**config.mk**
```make
export PLATFORM = sky130hd
export DESIGN_NAME = magma_cipher
export DESIGN_NICKNAME = d
export VERILOG_FILES = /design/src/rtl/magma_pkg.sv /design/src/rtl/magma_round.sv /design/src/rtl/magma_cipher.sv
export SDC_FILE = /design/constraint.sdc
export NUM_CORES = 1
export LEC_CHECK = 0
export CAP_MARGIN = 5
export CORE_ASPECT_RATIO = 0.5
export CORE_MARGIN = 2
export CORE_UTILIZATION = 40
export CTS_CLUSTER_SIZE = 28
export DETAILED_ROUTE_END_ITERATION = 12
export SETUP_SLACK_MARGIN = 0.4
export SLEW_MARGIN = 20
export SYNTH_ARGS = -nofsm -noshare
export SYNTH_HDL_FRONTEND = slang
export SYNTH_SLANG_ARGS = --single-unit
```
**constraint.sdc**
```tcl
create_clock -name clk -period 7.2 [get_ports clk]
set_input_delay 1.44 -clock clk [delete_from_list [all_inputs] [get_ports clk]]
set_output_delay 1.44 -clock clk [all_outputs]
set_load 0.03 [all_outputs]
```
**src/rtl/magma_pkg.sv**
```systemverilog
// Shared constants, S-box table and subkey schedule for the Magma cipher.
package magma_pkg;

  localparam int ROUNDS  = 32;
  localparam int BLOCK_W = 64;
  localparam int KEY_W   = 256;
  localparam int HALF_W  = 32;

  typedef enum logic {IDLE, RUN} state_t;

  // Row n substitutes nibble n (row 0 -> bits [3:0]).
  localparam logic [3:0] SBOX [8][16] = '{
    '{4'hC, 4'h4, 4'h6, 4'h2, 4'hA, 4'h5, 4'hB, 4'h9, 4'hE, 4'h8, 4'hD, 4'h7, 4'h0, 4'h3, 4'hF, 4'h1},
    '{4'h6, 4'h8, 4'h2, 4'h3, 4'h9, 4'hA, 4'h5, 4'hC, 4'h1, 4'hE, 4'h4, 4'h7, 4'hB, 4'hD, 4'h0, 4'hF},
    '{4'hB, 4'h3, 4'h5, 4'h8, 4'h2, 4'hF, 4'hA, 4'hD, 4'hE, 4'h1, 4'h7, 4'h4, 4'hC, 4'h9, 4'h6, 4'h0},
    '{4'hC, 4'h8, 4'h2, 4'h1, 4'hD, 4'h4, 4'hF, 4'h6, 4'h7, 4'h0, 4'hA, 4'h5, 4'h3, 4'hE, 4'h9, 4'hB},
    '{4'h7, 4'hF, 4'h5, 4'hA, 4'h8, 4'h1, 4'h6, 4'hD, 4'h0, 4'h9, 4'h3, 4'hE, 4'hB, 4'h4, 4'h2, 4'hC},
    '{4'h5, 4'hD, 4'hF, 4'h6, 4'h9, 4'h2, 4'hC, 4'hA, 4'hB, 4'h7, 4'h8, 4'h1, 4'h4, 4'h3, 4'hE, 4'h0},
    '{4'h8, 4'hE, 4'h2, 4'h5, 4'h6, 4'h9, 4'h1, 4'hC, 4'hF, 4'h4, 4'hB, 4'h0, 4'hD, 4'hA, 4'h3, 4'h7},
    '{4'h1, 4'h7, 4'hE, 4'hD, 4'h0, 4'h5, 4'h8, 4'h3, 4'h4, 4'hF, 4'hA, 4'h6, 4'h9, 4'hC, 4'hB, 4'h2}
  };

  // rnd is the zero-based round number; returns zero-based key word (0 = K1).
  function automatic logic [2:0] subkey_idx(input logic [5:0] rnd);
    if (rnd < 6'd24) return rnd[2:0];
    else             return 3'(6'd31 - rnd);
  endfunction

endpackage

```
**src/rtl/magma_round.sv**
```systemverilog
// One combinational Magma Feistel round; the final round skips the half swap.
module magma_round
  import magma_pkg::*;
(
  input  logic [HALF_W-1:0] a1,
  input  logic [HALF_W-1:0] a0,
  input  logic [HALF_W-1:0] subkey,
  input  logic              last_round,
  output logic [HALF_W-1:0] next_a1,
  output logic [HALF_W-1:0] next_a0
);

  logic [HALF_W-1:0] sum;
  logic [HALF_W-1:0] sub;
  logic [HALF_W-1:0] g;

  always_comb begin
    sum = a0 + subkey;
    sub = '0;
    for (int n = 0; n < 8; n++) begin
      sub[4*n +: 4] = SBOX[n][sum[4*n +: 4]];
    end
    g = {sub[20:0], sub[31:21]};
    if (last_round) begin
      next_a1 = g ^ a1;
      next_a0 = a0;
    end else begin
      next_a1 = a0;
      next_a0 = g ^ a1;
    end
  end

endmodule

```
**src/rtl/magma_cipher.sv**
```systemverilog
// Two-block Magma ECB encryptor: one round per clock on both blocks, done 32 cycles after start.
// start is ignored while busy; all outputs are registered.
module magma_cipher
  import magma_pkg::*;
#(
  parameter int ROUNDS = 32
) (
  input  logic                 clk,
  input  logic                 reset_,
  input  logic                 start,
  input  logic [2*BLOCK_W-1:0] data_in,
  input  logic [KEY_W-1:0]     key,
  output logic [2*BLOCK_W-1:0] data_out,
  output logic                 done,
  output logic                 busy
);

  state_t             state;
  state_t             state_nxt;
  logic [5:0]         rnd;
  logic [BLOCK_W-1:0] blk_a;
  logic [BLOCK_W-1:0] blk_b;
  logic [BLOCK_W-1:0] nxt_a;
  logic [BLOCK_W-1:0] nxt_b;
  logic [KEY_W-1:0]   key_r;
  logic [HALF_W-1:0]  key_words [8];
  logic [HALF_W-1:0]  subkey;
  logic               load;
  logic               last;

  always_comb begin
    state_nxt = state;
    load      = 1'b0;
    last      = 1'b0;
    case (state)
      IDLE: begin
        if (start) begin
          state_nxt = RUN;
          load      = 1'b1;
        end
      end
      RUN: begin
        if (rnd == 6'(ROUNDS - 1)) begin
          state_nxt = IDLE;
          last      = 1'b1;
        end
      end
      default: state_nxt = IDLE;
    endcase
  end

  always_comb begin
    for (int j = 0; j < 8; j++) begin
      key_words[j] = key_r[KEY_W-1-HALF_W*j -: HALF_W];
    end
  end

  assign subkey = key_words[subkey_idx(rnd)];

  magma_round u_round_a (
    .a1         (blk_a[BLOCK_W-1:HALF_W]),
    .a0         (blk_a[HALF_W-1:0]),
    .subkey     (subkey),
    .last_round (last),
    .next_a1    (nxt_a[BLOCK_W-1:HALF_W]),
    .next_a0    (nxt_a[HALF_W-1:0])
  );

  magma_round u_round_b (
    .a1         (blk_b[BLOCK_W-1:HALF_W]),
    .a0         (blk_b[HALF_W-1:0]),
    .subkey     (subkey),
    .last_round (last),
    .next_a1    (nxt_b[BLOCK_W-1:HALF_W]),
    .next_a0    (nxt_b[HALF_W-1:0])
  );

  always_ff @(posedge clk or negedge reset_) begin
    if (!reset_) begin
      state    <= IDLE;
      rnd      <= '0;
      blk_a    <= '0;
      blk_b    <= '0;
      key_r    <= '0;
      data_out <= '0;
      done     <= 1'b0;
      busy     <= 1'b0;
    end else begin
      state <= state_nxt;
      done  <= 1'b0;
      if (load) begin
        blk_a <= data_in[2*BLOCK_W-1:BLOCK_W];
        blk_b <= data_in[BLOCK_W-1:0];
        key_r <= key;
        rnd   <= '0;
        busy  <= 1'b1;
      end else if (state == RUN) begin
        blk_a <= nxt_a;
        blk_b <= nxt_b;
        rnd   <= rnd + 6'd1;
        // The final round's output goes straight to data_out.
        if (last) begin
          data_out <= {nxt_a, nxt_b};
          done     <= 1'b1;
          busy     <= 1'b0;
        end
      end
    end
  end

endmodule

```
**Word level (Yosys, flattened, before mapping)**

Memory sizes are Yosys's and may differ from the RTL's.
Cells that the tools add are included.

- Output and inout port bits: 130
- Bits in registers: 521
- Bits in read-only memories: 1024
- Input port bits: 387
- Word-level logic and storage cells: 130
- Memories: 16

Memories:

| memory | words | bits a word | rd ports | clocked after Yosys merged registers in | wr ports | line | RTL |
|---|---|---|---|---|---|---|---|
| (name not given) | 16 | 4 | 1 | 0 | 0 | magma_round.sv:21 | `sub[4*n +: 4] = SBOX[n][sum[4*n +: 4]];` |
| (name not given) | 16 | 4 | 1 | 0 | 0 | magma_round.sv:21 |  |
| (name not given) | 16 | 4 | 1 | 0 | 0 | magma_round.sv:21 |  |
| (name not given) | 16 | 4 | 1 | 0 | 0 | magma_round.sv:21 |  |
| (name not given) | 16 | 4 | 1 | 0 | 0 | magma_round.sv:21 |  |
| (name not given) | 16 | 4 | 1 | 0 | 0 | magma_round.sv:21 |  |
| +10 memories | n/a | n/a | n/a | n/a | n/a | n/a |  |

- Add/sub/neg operators: 4
- Muxes and demuxes: 58
- Bitwise logic cells: 21
- Equality and inequality tests: 1
- $lt $le $gt $ge: 18
- Reductions and logical operators: 4

Operator list:

| operator | number |
|---|---|
| $mux W64 | 4 |
| $mux W32 | 6 |
| $mux W4 | 32 |
| $bmux W32 S3 | 1 |
| $ge A5 B5 Y1 const B | 16 |
| $not A4 Y5 | 16 |
| $add A32 B32 Y32 | 2 |
| $xor A32 B32 Y32 | 2 |
| $mux W6 | 2 |
| $mux W1 | 11 |
| $add A6 B1 Y6 const B | 1 |
| $eq A6 B5 Y1 const B | 1 |
| $lt A6 B5 Y1 const B | 1 |
| $ge A4 B4 Y1 const B | 1 |
| $not A3 Y4 | 1 |
| $reduce_bool A2 Y1 | 2 |
| $mux W3 | 1 |
| $reduce_and A3 Y1 | 1 |
| $sub A3 B3 Y3 const A | 1 |
| $not A1 Y1 | 2 |
| $pmux W1 S2 | 1 |
| $reduce_and A2 Y1 | 1 |

**Logic depth before layout (Yosys ltp)**

- Word-level depth: 15
- Mapped depth: 24
- Mapped depth without buffers: 21

**Hierarchy**

Synthesis repeated with hierarchy kept, for this count alone.

- Cells, all modules: 3099
- Area, all modules: 33480.9 um^2

By module, submodules not included:

| module | seq. area each (um^2) | instances | area each (um^2) | cells an instance |
|---|---|---|---|---|
| magma_cipher | 13037.5 | 1 | 24024.3 | 1809 |
| magma_round | 0.0 | 2 | 4728.3 | 645 |

**Worst setup path before layout**

No wires, ideal clock.

- Path type: register -> register
- Start point: register rnd[3]
- End point: register blk_b[10]
- Library setup time: 0.131 ns
- Cell stages (with the launch flop): 23
- Arrival time: 6.094 ns
- Clock period less this slack: 6.225 ns
- Setup slack: 0.975 ns
- Path buffers: 3
- Data required time: 7.069 ns
- Cell sequence: dfrtp_1 > a21oi_1 > clkbuf_1 > xnor2_1 > clkbuf_1 > mux4_2 > mux2_2 > ha_1 > fa_1 > a21o_1 > a221o_1 > nand4_2 > and4b_4 > o31ai_1 > a211o_1 > and3_1 > buf_6 > ha_1 > nor2_1 > a311oi_2 > a21oi_2 > and4_1 > or3_1

- Longest elaborated chain between the ends: 15
- Elaborated cells on any way between the ends: 18
- Those cells by class: add/sub: 1; order compare: 1; eq/ne: 1; mux: 11; bitwise: 3; memory: 1

RTL lines:

| element | line | RTL |
|---|---|---|
| start: declaration | magma_cipher.sv:20 | `logic [5:0] rnd;` |
| start signal: assignment | magma_cipher.sv:100 | `rnd <= rnd + 6'd1;` |
| $lt A6 B5 Y1 | magma_pkg.sv:25 | `if (rnd < 6'd24) return rnd[2:0];` |
| $mux W3 | magma_pkg.sv:25 |  |
| $not A3 Y4 (not written as such) | magma_cipher.sv:58 | `assign subkey = key_words[subkey_idx(rnd)];` |
| $bmux W32 S3 | magma_cipher.sv:58 |  |
| $mux W32 (not written as such) (2 in a row) | magma_cipher.sv:58 |  |
| $add A32 B32 Y32 | magma_round.sv:18 | `sum = a0 + subkey;` |
| $not A4 Y5 (not written as such) | magma_round.sv:21 |  |
| $mem_v2 Z16 W4 | n/a |  |
| $mux W4 (not written as such) (2 in a row) | magma_round.sv:21 |  |
| $xor A32 B32 Y32 | magma_round.sv:29 | `next_a0 = g ^ a1;` |
| $mux W32 (*) | magma_round.sv:24 | `if (last_round) begin` |
| $mux W64 (*) | magma_cipher.sv:97 | `end else if (state == RUN) begin` |
| $mux W64 (*) | magma_cipher.sv:91 | `if (load) begin` |
| end signal: assignment | magma_cipher.sv:93 | `blk_b <= data_in[BLOCK_W-1:0];` |
| end signal: assignment | magma_cipher.sv:99 | `blk_b <= nxt_b;` |
| end: declaration | magma_cipher.sv:22 | `logic [BLOCK_W-1:0] blk_b;` |

Every way passes the cells marked *; elsewhere a longest branch is shown, timed or not. The select of a mux whose other input is x is not followed.
A chain may end at the register's enable or synchronous reset.

**Worst setup path after layout**

- Start point: register rnd[3]
- End point: register blk_a[39]

- Longest elaborated chain between the ends: 15
- Elaborated cells on any way between the ends: 18
- Those cells by class: add/sub: 1; order compare: 1; eq/ne: 1; mux: 11; bitwise: 3; memory: 1

RTL lines:

| element | line | RTL |
|---|---|---|
| $lt A6 B5 Y1 | magma_pkg.sv:25 |  |
| $mux W3 | magma_pkg.sv:25 |  |
| $not A3 Y4 (not written as such) | magma_cipher.sv:58 |  |
| $bmux W32 S3 | magma_cipher.sv:58 |  |
| $mux W32 (not written as such) (2 in a row) | magma_cipher.sv:58 |  |
| $add A32 B32 Y32 | magma_round.sv:18 |  |
| $not A4 Y5 (not written as such) | magma_round.sv:21 |  |
| $mem_v2 Z16 W4 | n/a |  |
| $mux W4 (not written as such) (2 in a row) | magma_round.sv:21 |  |
| $xor A32 B32 Y32 | magma_round.sv:25 | `next_a1 = g ^ a1;` |
| $mux W32 (*) | magma_round.sv:24 |  |
| $mux W64 (*) | magma_cipher.sv:97 |  |
| $mux W64 (*) | magma_cipher.sv:91 |  |
| end signal: assignment | magma_cipher.sv:92 | `blk_a <= data_in[2*BLOCK_W-1:BLOCK_W];` |
| end signal: assignment | magma_cipher.sv:98 | `blk_a <= nxt_a;` |
| end: declaration | magma_cipher.sv:21 | `logic [BLOCK_W-1:0] blk_a;` |

Marks and branches as above.

==> results.tsv <==
stage	metric	value	unit
status	status	completed	
cells_and_area	final_nets	4242	
routing	avgViaCountPerCell	5.429	
critical_path	cp.arrival	6.91	ns
timing	fmax	155.2	MHz
logic_synthesis	synth.top_cell.area_share	43.31	%
routing	drt_first_pass_iters	6	
timing	final-hold-violation-count	0	
clocking	numClockSinks	521	
die	ios	517	
grt	antenna_found_initial	3	
routing	dr.first_iter.drc_count	2240	
logic_synthesis	synth-seq-cells	521	
logic_synthesis	ys_types	82	
routing	dr_total_vias	25930	
timing	final.setup.tns	0	ns
clocking	cts_buffer_depth	3	
clocking	ctsRootBufferMaster	clkbuf_16	
clocking	htreeDepth	2	
critical_path	reg2regPathDepth	20	
logic_synthesis	yosysTopAreaCell	dfrtp_1	
logic_synthesis	synthCells	3290	
logic_synthesis	synth-seq-area-share	43.31	%
clocking	path_clk_slew	0.07	ns
timing	max-slew-margin-rel	23.92	%
timing	finalCriticalPeriod	6.444	ns
logic_synthesis	yosys-top-cells-area	dfrtp_1, nand2_1, mux4_2	
logic_synthesis	avgSynthCellArea	9.150	sq um
die	start_util	40.25	%
logic_synthesis	synth_ff_type	dfrtp_1	
routing	wirelength	109400	um
placed_design	dp_hpwl	83740	um
cells_and_area	finish.instance_area	38110	sq um
die	core	74800	sq um
critical_path	reg2reg_from	rnd[3]	
grt	grt_pass1_wl	161600	um
grt	grt_start_max_net_pins	164	
die	die_h	198.0	um
routing	drc	0	
clocking	cts_tree	built	
timing	fin_skew	0.02547	ns
die	rows	71	
placed_design	port_buffers	516	
grt	grt_pass1_vias	25520	
run	maxCapViolations	0	
routing	wl_per_cell	22.92	um
critical_path	crit_path_end_kind	register	
clocking	insertion_delay	0.63	ns
critical_path	critPathMaxFanout	62	
cells_and_area	synthToLayoutAreaGrowth	26.58	%
timing	finalMaxSlewViolations	0	
logic_synthesis	synth-edff-count	0	
timing	setup_violations	0	
logic_synthesis	netlist_area	30100	sq um
clocking	cts_made_buffers	50	
timing	worst_slew_pin_slew	1.133	ns
cells_and_area	drive_gt1_share	8.340	%
logic_synthesis	async_reset_ff_share	100.0	%
placed_design	placed_area	36270	sq um
critical_path	cp-endpoint	blk_a[39]	
timing	whs	0.4711	ns
critical_path	reg2reg_to	blk_a[39]	
critical_path	r2r_slack	0.76	ns
grt	grt_overflow	0	
critical_path	cp-start-kind	register	
grt	grt.total_usage	27.97	%
clocking	cts_resized	1	
timing	rsz0062_at_grt	false	
critical_path	worst-setup-path-type	register to register	
logic_synthesis	synth_warnings	0	
die	die_w	392.0	um
logic_synthesis	syn_nets	3818	
routing	antenna_left	0	
min_path	min_path_type	register to register	
critical_path	cp.required	7.66	ns
timing	finalCritPeriodShare	89.50	%
placed_design	gp_congestion	0.9923	
die	dieArea	77600	sq um
clocking	hold_buffers	0	
clocking	post_cts_buffers	0	
critical_path	startpoint	rnd[3]	
[area by class of cell]
class / instances / area (sq um)
fill: 6942 / 36690
multi-input combinational: 2515 / 16200
timing repair buffer: 554 / 5547
tap: 1022 / 1279
inverter: 72 / 272.8
antenna: 1 / 2.502
sequential: 521 / 13040
clock inverter: 21 / 297.8
clock buffer: 70 / 1468
[flip-flops by register name (all words and copies together), names as in the netlist]
register,flops
key_r,256
data_out,128
blk_a,64
blk_b,64
rnd,6
busy,1
done,1
state,1
[per-layer routing]
layer	track usage (%)	up-vias	wire length, um
li1	-	12110	-
met1	40.02	12960	49380
met2	43.65	731	49950
met3	5.767	126	7715
met4	6.311	2	2391
met5	0	-	13
[worst min-delay path by stage]
stage,startpoint,endpoint,depth (start not counted)
after CTS,key_r[181],key_r[181],2
after global placement,key_r[41],key_r[41],2
after floorplan,key_r[127],key_r[127],2
after detailed placement,key_r[68],key_r[68],2
final,data_out[72],data_out[72],2
after global routing,key_r[114],key_r[114],2
[synth_stat cells, types with 16 or more instances]
cell      count
mux2_2       60
a221o_1      27
mux2i_1     120
xnor2_1      77
nor2_1       90
dfrtp_1     521
nor2b_1      39
clkbuf_1    162
o211ai_1     55
o21ai_0      71
xor2_1       44
ha_1        139
inv_1        72
a31oi_1      34
a21o_1       31
nand3_1      28
and3_1       16
a211oi_1     52
nor3_1       17
nand2_1    1231
a21oi_1     124
mux4_2       85
[per-stage QoR]
step / worst slack, ns / util, % / cells
6_report: 0.7559 / 50.94 / 4776
5_1_grt: 0.4072 / 50.94 / 4776
4_1_cts: 0.5581 / 50.87 / 4775
3_5_place_dp: 0.4538 / 48.49 / 4684
3_3_place_gp: 0.5753 / 48.49 / 4684
2_1_floorplan: 0.9749 / - / 3290
[placed cells by master (no fill, tap or decap), types with 7 or more instances in the layout]
cell and instances:
mux4_2 85, xnor2_2 9, a211oi_1 52, o311a_1 8
buf_12 7, o221ai_1 7, mux2i_1 120, dfrtp_1 520
nand2_1 1230, ha_1 139, o21ai_0 71, xnor2_1 70
inv_1 70, a21o_1 31, buf_4 31, and3_1 16
nor3_1 17, clkbuf_1 7, a21oi_1 124, nor2_1 89
o21a_1 10, mux2_2 60, a31oi_1 34, clkbuf_8 13
clkbuf_16 51, o211ai_1 55, clkdlybuf4s50_1 514, nand2b_1 13
nand4_1 13, clkinv_2 7, nor2b_1 38, nand3_1 28
a221o_1 27, xor2_1 43
[cells by family after synthesis]
logic type	share of synthesized area [%]
AND/OR/NAND/NOR	19.95
adder cells (fa/ha/maj)	5.910
flip-flops	43.31
AO/OA/AOI/OAI	11.22
XOR/XNOR	3.791
buffers and inverters	3.229
multiplexers	12.59
[critical path: stages (launching register included)]
cell and delay [ns]:
dfrtp_1 0.43, a21oi_1 0.40, buf_4 0.27, xnor2_2 0.14, buf_12 0.37, mux4_2 0.36
mux2_2 0.36, ha_1 0.46, nand2_1 0.16, o21a_1 0.23, o21ai_0 0.40, a41oi_1 0.27
and2_1 0.32, o311ai_2 0.55, inv_1 0.17, ha_1 0.25, or2_2 0.29, mux4_2 0.46
xor2_1 0.17, nand2_1 0.10, o211ai_1 0.09
Power is left out: the tool's default activity adds up to more than one toggle a clock period on the data nets, which glitch-free logic cannot reach.
